<file path="src/rtl/boot_seq_pkg.sv">
// Shared constants for the boot sequencer: FSM state codes, the default STOP
// opcode and the word-to-byte address shifts for each memory port.
package boot_seq_pkg;

  typedef logic [2:0] state_t;

  localparam state_t ST_IDLE   = 3'd0;
  localparam state_t ST_LOAD_D = 3'd1;
  localparam state_t ST_LOAD_I = 3'd2;
  localparam state_t ST_SETTLE = 3'd3;
  localparam state_t ST_RUN    = 3'd4;
  localparam state_t ST_DUMP   = 3'd5;
  localparam state_t ST_DONE   = 3'd6;

  localparam logic [6:0] STOP_OPCODE_DEFAULT = 7'b1111110;

  // dmem holds 64-bit words, imem holds 32-bit words
  localparam int unsigned DMEM_SHIFT = 3;
  localparam int unsigned IMEM_SHIFT = 2;

  // Load index width; wide enough for any sensible image size
  localparam int unsigned IDX_W = 16;

  function automatic logic [63:0] word_addr(input logic [IDX_W-1:0] idx,
                                            input int unsigned      shift);
    word_addr = 64'(idx) << shift;
  endfunction

endpackage

</file>
<file path="src/rtl/boot_seq_dump_fifo.sv">
// Two-entry 64-bit valid/ready buffer for dmem read data. The credit output
// tells the issuer whether a read launched now still finds a free slot when
// its data returns one cycle later.
module boot_seq_dump_fifo
  import boot_seq_pkg::*;
(
  input  logic        clk,
  input  logic        rst,
  input  logic        push,
  input  logic [63:0] push_data,
  input  logic        inflight,
  output logic        out_valid,
  output logic [63:0] out_data,
  input  logic        out_ready,
  output logic        credit
);

  logic [63:0] mem [2];
  logic        wr_ptr;
  logic        rd_ptr;
  logic [1:0]  count;
  logic        pop;
  logic [1:0]  committed;

  assign out_valid = (count != 2'd0);
  assign out_data  = mem[rd_ptr];
  assign pop       = out_valid & out_ready;

  // Occupancy after this edge plus the read already in flight; a pop in the
  // cycle the new data lands is not relied on.
  assign committed = count + 2'(inflight) - 2'(pop);
  assign credit    = (committed < 2'd2);

  // Storage, pointers and occupancy
  always_ff @(posedge clk) begin
    if (rst) begin
      for (int i = 0; i < 2; i++) mem[i] <= '0;
      wr_ptr <= 1'b0;
      rd_ptr <= 1'b0;
      count  <= 2'd0;
    end else begin
      if (push) begin
        mem[wr_ptr] <= push_data;
        wr_ptr      <= ~wr_ptr;
      end
      if (pop) rd_ptr <= ~rd_ptr;
      count <= count + 2'(push) - 2'(pop);
    end
  end

endmodule

</file>
<file path="src/rtl/boot_sequencer.sv">
// Boot sequencer: loads a dmem image then an imem image from a host stream,
// runs the cpu until the STOP opcode, then streams a dmem result window out.
// Optional watchdog: define BOOT_SEQ_WATCHDOG_EN to add wd_limit/timeout.
module boot_sequencer
  import boot_seq_pkg::*;
#(
  parameter int unsigned IMEM_WORDS  = 128,
  parameter int unsigned DMEM_WORDS  = 128,
  parameter logic [6:0]  STOP_OPCODE = STOP_OPCODE_DEFAULT,
  parameter int unsigned CYCLE_W     = 32
) (
  input  logic               clk,
  input  logic               rst,
  input  logic               start,
  input  logic               ld_valid,
  output logic               ld_ready,
  input  logic [63:0]        ld_data,
  output logic [63:0]        addr_ext,
  output logic               wen_ext,
  output logic               ren_ext,
  output logic [31:0]        wdata_ext,
  output logic [63:0]        addr_ext_2,
  output logic               wen_ext_2,
  output logic               ren_ext_2,
  output logic [63:0]        wdata_ext_2,
  input  logic [63:0]        rdata_ext_2,
  output logic               cpu_enable,
  input  logic [31:0]        instr,
  input  logic [6:0]         dump_base,
  input  logic [7:0]         dump_len,
  output logic               dout_valid,
  input  logic               dout_ready,
  output logic [63:0]        dout_data,
  output logic               busy,
  output logic               done,
  output logic [3:0]         test_id,
  output logic [CYCLE_W-1:0] cycle_count
`ifdef BOOT_SEQ_WATCHDOG_EN
  ,
  input  logic [CYCLE_W-1:0] wd_limit,
  output logic               timeout
`endif
);

  state_t             state;
  state_t             state_nx;
  logic [IDX_W-1:0]   idx;
  logic [6:0]         dump_base_q;
  logic [7:0]         dump_len_q;
  logic [7:0]         rd_cnt;
  logic [7:0]         out_cnt;
  logic               rd_pending;

  logic               wen1_q;
  logic [63:0]        addr1_q;
  logic [31:0]        wdata1_q;
  logic               wen2_q;
  logic [63:0]        addr2_q;
  logic [63:0]        wdata2_q;

  logic [3:0]         test_id_q;
  logic [CYCLE_W-1:0] cycle_q;

  logic               accept;
  logic               session_start;
  logic               stop_seen;
  logic               wd_trip;
  logic               rd_issue;
  logic               credit;
  logic               dout_fire;
  logic               dump_last;
  logic [6:0]         rd_word;
  logic               idx_last_d;
  logic               idx_last_i;

  // Only the opcode and the test-id nibble of the instruction are monitored
  logic               unused_instr;
  assign unused_instr = ^instr[27:7];

  assign ld_ready      = (state == ST_LOAD_D) || (state == ST_LOAD_I);
  assign accept        = ld_valid & ld_ready;
  assign session_start = start & ((state == ST_IDLE) || (state == ST_DONE));
  assign stop_seen     = (state == ST_RUN) && (instr[6:0] == STOP_OPCODE);
  assign idx_last_d    = (idx == IDX_W'(DMEM_WORDS - 1));
  assign idx_last_i    = (idx == IDX_W'(IMEM_WORDS - 1));

`ifdef BOOT_SEQ_WATCHDOG_EN
  logic timeout_q;
  assign wd_trip = (state == ST_RUN) && !stop_seen && (cycle_q == wd_limit);
  assign timeout = timeout_q;
`else
  assign wd_trip = 1'b0;
`endif

  // Word index wraps at 128 by virtue of the 7-bit sum
  assign rd_word   = dump_base_q + rd_cnt[6:0];
  assign rd_issue  = (state == ST_DUMP) && (rd_cnt < dump_len_q) && credit;
  assign dout_fire = dout_valid & dout_ready;
  assign dump_last = dout_fire && (out_cnt == dump_len_q - 8'd1);

  // Next-state decode
  always_comb begin
    state_nx = state;
    case (state)
      ST_IDLE:   if (start) state_nx = ST_LOAD_D;
      ST_LOAD_D: if (accept && idx_last_d) state_nx = ST_LOAD_I;
      ST_LOAD_I: if (accept && idx_last_i) state_nx = ST_SETTLE;
      ST_SETTLE: state_nx = ST_RUN;
      ST_RUN: begin
        if (stop_seen || wd_trip) begin
          state_nx = (dump_len_q == 8'd0) ? ST_DONE : ST_DUMP;
        end
      end
      ST_DUMP:   if (dump_last) state_nx = ST_DONE;
      ST_DONE:   if (start) state_nx = ST_LOAD_D;
      default:   state_nx = ST_IDLE;
    endcase
  end

  // State register
  always_ff @(posedge clk) begin
    if (rst) state <= ST_IDLE;
    else     state <= state_nx;
  end

  // Load path: each accepted beat becomes a registered write one cycle later
  always_ff @(posedge clk) begin
    if (rst) begin
      idx      <= '0;
      wen1_q   <= 1'b0;
      addr1_q  <= '0;
      wdata1_q <= '0;
      wen2_q   <= 1'b0;
      addr2_q  <= '0;
      wdata2_q <= '0;
    end else begin
      wen1_q <= 1'b0;
      wen2_q <= 1'b0;
      if (session_start) idx <= '0;
      if (accept) begin
        if (state == ST_LOAD_D) begin
          wen2_q   <= 1'b1;
          addr2_q  <= word_addr(idx, DMEM_SHIFT);
          wdata2_q <= ld_data;
          idx      <= idx_last_d ? '0 : idx + IDX_W'(1);
        end else begin
          wen1_q   <= 1'b1;
          addr1_q  <= word_addr(idx, IMEM_SHIFT);
          wdata1_q <= ld_data[31:0];
          idx      <= idx_last_i ? '0 : idx + IDX_W'(1);
        end
      end
    end
  end

  // Session configuration, cycle counter and test id capture
  always_ff @(posedge clk) begin
    if (rst) begin
      dump_base_q <= '0;
      dump_len_q  <= '0;
      cycle_q     <= '0;
      test_id_q   <= '0;
`ifdef BOOT_SEQ_WATCHDOG_EN
      timeout_q   <= 1'b0;
`endif
    end else if (session_start) begin
      dump_base_q <= dump_base;
      dump_len_q  <= dump_len;
      cycle_q     <= '0;
      test_id_q   <= '0;
`ifdef BOOT_SEQ_WATCHDOG_EN
      timeout_q   <= 1'b0;
`endif
    end else if (state == ST_RUN) begin
      if (stop_seen) begin
        test_id_q <= instr[31:28];
      end else if (wd_trip) begin
        test_id_q <= 4'hF;
`ifdef BOOT_SEQ_WATCHDOG_EN
        timeout_q <= 1'b1;
`endif
      end else if (cycle_q != {CYCLE_W{1'b1}}) begin
        cycle_q <= cycle_q + CYCLE_W'(1);
      end
    end
  end

  // Dump bookkeeping: reads issued, reads in flight, words handed out
  always_ff @(posedge clk) begin
    if (rst) begin
      rd_cnt     <= '0;
      out_cnt    <= '0;
      rd_pending <= 1'b0;
    end else begin
      rd_pending <= rd_issue;
      if (session_start) begin
        rd_cnt  <= '0;
        out_cnt <= '0;
      end else begin
        if (rd_issue)  rd_cnt  <= rd_cnt + 8'd1;
        if (dout_fire) out_cnt <= out_cnt + 8'd1;
      end
    end
  end

  boot_seq_dump_fifo u_dump_fifo (
    .clk       (clk),
    .rst       (rst),
    .push      (rd_pending),
    .push_data (rdata_ext_2),
    .inflight  (rd_pending),
    .out_valid (dout_valid),
    .out_data  (dout_data),
    .out_ready (dout_ready),
    .credit    (credit)
  );

  assign addr_ext    = addr1_q;
  assign wen_ext     = wen1_q;
  assign ren_ext     = 1'b0;
  assign wdata_ext   = wdata1_q;
  assign addr_ext_2  = rd_issue ? (64'(rd_word) << DMEM_SHIFT) : addr2_q;
  assign wen_ext_2   = wen2_q;
  assign ren_ext_2   = rd_issue;
  assign wdata_ext_2 = wdata2_q;
  assign cpu_enable  = (state == ST_RUN);
  assign busy        = (state != ST_IDLE) && (state != ST_DONE);
  assign done        = (state == ST_DONE);
  assign test_id     = test_id_q;
  assign cycle_count = cycle_q;

endmodule

</file>
<file path="config.mk">
export PLATFORM = sky130hd
export DESIGN_NAME = boot_sequencer
export DESIGN_NICKNAME = d
export VERILOG_FILES = /design/src/rtl/boot_seq_pkg.sv /design/src/rtl/boot_seq_dump_fifo.sv /design/src/rtl/boot_sequencer.sv
export SDC_FILE = /design/constraint.sdc
export NUM_CORES = 1
export LEC_CHECK = 0
export CAP_MARGIN = 30
export CORE_MARGIN = 5
export CORE_UTILIZATION = 35
export CTS_BUF_LIST = sky130_fd_sc_hd__clkbuf_4 sky130_fd_sc_hd__clkbuf_8
export CTS_CLUSTER_SIZE = 20
export DETAILED_ROUTE_END_ITERATION = 8
export PLACE_DENSITY = 0.66
export REMOVE_ABC_BUFFERS = 1
export SETUP_SLACK_MARGIN = 0.3
export SYNTH_ARGS = -nofsm -noshare
export SYNTH_HDL_FRONTEND = slang
export SYNTH_SLANG_ARGS = --single-unit
</file>
<file path="constraint.sdc">
create_clock -name clk -period 4.9 [get_ports clk]
set_clock_uncertainty 0.15 [all_clocks]
set_input_delay 1.47 -clock clk [delete_from_list [all_inputs] [get_ports clk]]
set_output_delay 1.47 -clock clk [all_outputs]
set_load 0.02 [all_outputs]
</file>
* After elaboration in Yosys (flattened, before gate mapping)
Memory sizes are Yosys's and may differ from the RTL's. A register that Yosys moved wholly into a read port is not among the register bits.
Cells that the tools add are included.
** Storage, ports and cells
- Bits in registers :: 221
- Bits of input ports :: 180
- Logic and storage cells :: 98
- Memories :: 1
- Output and inout port bits :: 333
- Memory bits (writable) :: 128
** Operators by class
- Reduce and logical (&&, ||, !) cells :: 22
- Equality and inequality tests :: 16
- $lt $le $gt $ge :: 2
- Bitwise logic cells :: 8
- Mux-type cells :: 23
- Add/subtract/negate cells :: 8
** Memories
- u_dump_fifo.mem :: depth 2, bits a word 64, rd ports 1, clocked after memory_dff 1, wr ports 2, line boot_seq_dump_fifo.sv:18 : logic [63:0] mem [2];
** Operator list (count)
- 64-bit two-way mux :: 1
- 64-bit OR reduction :: 1
- 16-bit two-way mux :: 3
- 32-bit by 1-bit adder with 32-bit output, second input constant :: 1
- 32-bit inequality test, second input constant :: 1
- 19-bit two-way mux :: 1
- 3-bit one-hot mux with 6 select lines :: 1
- 16-bit by 1-bit adder with 16-bit output, second input constant :: 1
- 8-bit by 1-bit adder with 8-bit output, second input constant :: 2
- 16-bit by 7-bit equality test with 1-bit output, second input constant :: 1
- 3-bit two-way mux :: 5
- 1-bit two-way mux :: 11
- 3-bit equality test, second input constant :: 3
- 8-bit equality test :: 1
- 8-bit zero test :: 1
- 8-bit less-than comparator :: 1
- 2-bit by 1-bit inequality test with 1-bit output, second input constant :: 4
- 8-bit by 1-bit subtractor with 8-bit output, second input constant :: 1
- 7-bit adder :: 1
- 7-bit equality test, second input constant :: 1
- 3-bit by 2-bit equality test with 1-bit output, second input constant :: 2
- 1-bit logical AND :: 6
- 2-bit AND reduction :: 3
- 2-bit OR reduction :: 3
- 15 further kinds :: 23

* Logic depth before layout (Yosys ltp)
- Depth after elaboration :: 6
- Mapped depth :: 13

* Modules after synthesis
Synthesis repeated with hierarchy kept, for this count alone.
** Second synthesis, totals
- Cells, all modules :: 1662
- Area, all modules :: 15775.1 um^2
** By module, submodules not included
- boot_sequencer :: cells an instance 1221, instances 1, area each 9831.9 um^2
- boot_seq_dump_fifo :: cells an instance 441, instances 1, area each 5943.2 um^2

* Worst setup path after synthesis
No wires, ideal clock.
- Path kind :: input to output
- Start point :: in dout_ready
- End point :: out addr_ext_2[9]
- Arrival time :: 4099 ps
- Buffers on the path :: 1
- Slack :: -819 ps
- Data required time :: 3280 ps
- Stages on the path :: 12
- Cells stage by stage :: o21a_1 > clkbuf_1 > ha_1 > inv_1 > ha_1 > xor2_1 > xnor2_1 > o211ai_1 > a21o_1 > inv_1 > nand2b_1 > o311ai_0
** On the way
- Longest elaborated chain between the ends :: 5
** RTL lines
- start: declaration :: line boot_sequencer.sv:32 : input logic dout_ready,
- 1-bit AND
- named net dout_fire :: line boot_sequencer.sv:70 : logic dout_fire;
- 2-bit by 1-bit subtractor with 2-bit output :: line boot_seq_dump_fifo.sv:31 : assign committed = count + 2'(inflight) - 2'(pop);
- 2-bit less-than comparator :: line boot_seq_dump_fifo.sv:32 : assign credit = (committed < 2'd2);
- 1-bit logical AND :: line boot_sequencer.sv:97 : assign rd_issue = (state == ST_DUMP) && (rd_cnt < dump_len_q) && credit;
- named net ren_ext_2 :: line boot_sequencer.sv:24 : output logic ren_ext_2,
- 19-bit two-way mux :: line boot_sequencer.sv:222 : assign addr_ext_2 = rd_issue ? (64'(rd_word) << DMEM_SHIFT) : addr2_q;
- end: declaration :: line boot_sequencer.sv:22 : output logic [63:0] addr_ext_2,
The timed path passes the listed nets, and every way through them passes these cells.

* Worst setup path in the final report
- Start point :: in dout_ready
- End point :: out addr_ext_2[13]
** On the way
- Longest elaborated chain between the ends :: 5
** RTL lines
- 1-bit AND :: line boot_seq_dump_fifo.sv:27 : assign pop = out_valid & out_ready;
- 2-bit by 1-bit subtractor with 2-bit output :: line boot_seq_dump_fifo.sv:31
- 2-bit less-than comparator :: line boot_seq_dump_fifo.sv:32
- 1-bit logical AND :: line boot_sequencer.sv:97
- 19-bit two-way mux :: line boot_sequencer.sv:222
No other way between the ends.

==> impl_results.md <==
- Status: finished, violations left
- Violations in the final reports: negative setup slack
- Die H: 221 µm
- Vias in the first global route: 12.2k
- Syn Inst Count: 1600
- Min Tclk post-route: 5.20 ns
- Max VDD drop: 0.233 mV
- FF-to-FF Start: u_dump_fifo.count[1]
- Cell variety after synth: 65
- Most common cell in the synthesized netlist: nand2_1
- Worst hold path depth: 2
- Final net count: 2202
- Number of enable flip-flop cells after synthesis: 128
- DR pass1 iterations: 5
- Synth area leader: dfxtp_1
- Post-route ant nets: 0
- CTS max path bufs: 3
- Worst hold endpoint: wdata_ext[1]
- Final setup fails: 17
- Power Internal: 0.00556 W
- Hold Worst Slack: 0.303 ns
- Seq/Total Area, Yosys: 0.530
- Vias/cell: 4.67
- Critical R2R Capture: rd_cnt[6]
- Sw Share: 0.294
- Io pins: 513
- Flop-to-flop setup slack: 1.46 ns
- Clock Power Share: 0.343
- DRC viols: 0
- Top post-synthesis cells by count: 295 x nand2_1, 222 x dfxtp_1, 149 x a21oi_1, 139 x and2_1, 128 x edfxtp_1
- HP Class: register to register
- Clock root buffer: clkbuf_8
- Static leakage: 7.76 nW
- GPL Wtd Cong: 0.851
- Later-pin clock latency in the skew report: 0.61 ns
- Hold violation count in the final report: 0
- Sequential power share: 0.420
- Setup TNS: -4.04 ns
- Most area-consuming cells after synthesis: dfxtp_1 28%, edfxtp_1 25%, nand2_1 7.1%
- Power Density: 368 nW/µm²
- R2R cell count: 16
- WL/cell: 16.5 µm
- Total CTS buffers: 60
- CP Max Fanout: 5
- Row count: 77
- DRT iter0 DRCs: 664
- Die Wd: 221 µm
- Seq cells post-synth: 350
- Ys flop type: dfxtp_1
- Post-route setup slack: -0.300 ns
- CP Data Arrival Time: 3.58 ns
- Worst-margin pin slew: 0.966 ns
- Fmax: 192 MHz
- P&R area growth vs syn: 36.7%
- RSZ-0062 raised after global routing: true
- Initial Util: 0.354
- Full die area: 49000 µm²
- First-pass GRT wire length: 67.1 mm
- Slew HR: 0.356
- Sw Pwr: 0.00232 W
- Final worst path period share: 1.06
- Hold_sp: wdata_ext[1]
- Filler cells: 4070
- Ys async rst share: 0
- Via count: 12.3k
- Gate power share: 0.237
- H-tree depth: 2
- Yosys top cell area share: 0.284
- Final Instance Count excl. Fillers: 2639
- Critical setup path kind: input pin to primary output
- IO Port Bufs: 394
- Crit path launch type: input pin
- Post-synthesis cell area: 15700 µm²
- Gr ovfl total: 0
- Largest net degree at the start of global routing: 163
- Core area: 44200 µm²
- CP Capture Type: primary output
- CTS clk-pin slew, worst paths: 0.06 ns
- CTS tree: done
- Share of cells above drive strength 1: 0.141
- Routed WL: 43.4 mm
- Dpl hpwl: 29.1 mm
- Clk sinks: 350
- Fin. max-slew vios: 0
- Post-Place Setup Slack: -1.14 ns
- Initial antenna violation count: 2
- GRT Overall Usage: 0.166
- Max-cap viol count: 0
- Cells after DPL: 2518
- Final core utilization: 0.484
- Syn avg cell area: 9.78 µm²
- Ys Warns: 0
- CP Data Required Time: 3.28 ns
metal layers:
| layer | part of all wire | GRT usage |
|---|---|---|
| met4 | 0.024 | 0.0513 |
| met2 | 0.48 | 0.277 |
| met1 | 0.42 | 0.207 |
| met5 | 0.00032 | 0 |
| met3 | 0.078 | 0.0526 |
state kept, by name (all words and copies together), names as in the netlist, named ones only:
signal              flops
wdata_ext              32
wdata_ext_2            64
addr_ext               16
rd_cnt                  8
out_cnt                 8
cycle_count            32
u_dump_fifo.mem       128
state                   3
dump_base_q             7
dump_len_q              8
idx                    16
u_dump_fifo.count       2
wen_ext                 1
rd_pending              1
u_dump_fifo.rd_ptr      1
u_dump_fifo.wr_ptr      1
wen_ext_2               1
addr2_q                16
test_id                 4
worst max-delay path: stages:
cell,delay [ns]
buf_6,0.09
o21a_1,0.11
ha_1,0.27
inv_1,0.06
ha_2,0.18
xor2_2,0.19
xnor2_2,0.15
o211ai_1,0.17
a21o_2,0.27
buf_6,0.13
buf_6,0.10
buf_6,0.12
and2_4,0.15
buf_6,0.12
through the flow:
step	total power, W	area [µm²]
2_1_floorplan	0.00438	14900
3_3_place_gp	0.00520	19900
3_5_place_dp	0.00522	19900
4_1_cts	0.00798	21300
5_1_grt	0.00827	21400
6_report	0.00788	21400
power groups by stage:
stage	sequential [W]	combinational, W	clock, W
final	0.00331	0.00187	0.00270
after global routing	0.00333	0.00201	0.00293
after CTS	0.00330	0.00188	0.00280
after detailed placement	0.00336	0.00185	0
after global placement	0.00335	0.00185	0
after floorplan	0.00348	0.000900	0
what timing repair did:
action                                 4_1_cts  5_1_grt
endpoints found under the hold margin        0        0
pin swaps                                   12        3
setup buffers                                6        6
hold buffers                                 0        0
gates resized for setup                    135       23
cloned                                       1        0
setup endpoints to repair                   17       17
logic make-up (layout without fill, tap and decap cells):
family,after synthesis,count (layout),share of synthesized area
fa+ha+maj,21,21,0.0173
flops,350,350,0.530
buf+inv,213,563,0.0757
compound gates,213,213,0.0757
mux,86,86,0.0602
other cells,1,98,0.000240
simple gates,654,654,0.207
xor+xnor,62,62,0.0347
how the worst max path moves through the flow:
stage                           from              to  cells past startpoint
after floorplan           dout_ready   addr_ext_2[9]                     11
after global placement    dout_ready   addr_ext_2[9]                     13
after detailed placement  dout_ready   addr_ext_2[9]                     13
after CTS                 dout_ready   addr_ext_2[9]                     13
after global routing      dout_ready   addr_ext_2[9]                     14
final                     dout_ready  addr_ext_2[13]                     14
final cells by class:
class                      instances  area (µm²)  share of cell area
sequential                       350        8290               0.387
tap                              592         741              0.0346
timing repair buffer             429        4330               0.202
antenna                            1        2.50            0.000117
inverter                          27         101             0.00474
clock buffer                     103        1190              0.0557
multi-input combinational       1133        6700               0.313
clock inverter                     4        45.0             0.00211
cells in the final DEF (no fill, tap or decap), drive strengths merged, types with 16 or more instances in the layout:
master	count
a21oi	149
and2	139
buf	54
clkbuf	103
clkdlybuf4s50	375
conb	97
dfxtp	222
edfxtp	128
ha	20
inv	27
mux2	65
mux2i	21
nand2	295
nand3	21
nand4	16
nor2	96
nor3	16
o21ai	24
xnor2	40
xor2	22
(Power assumes the default switching activity.)
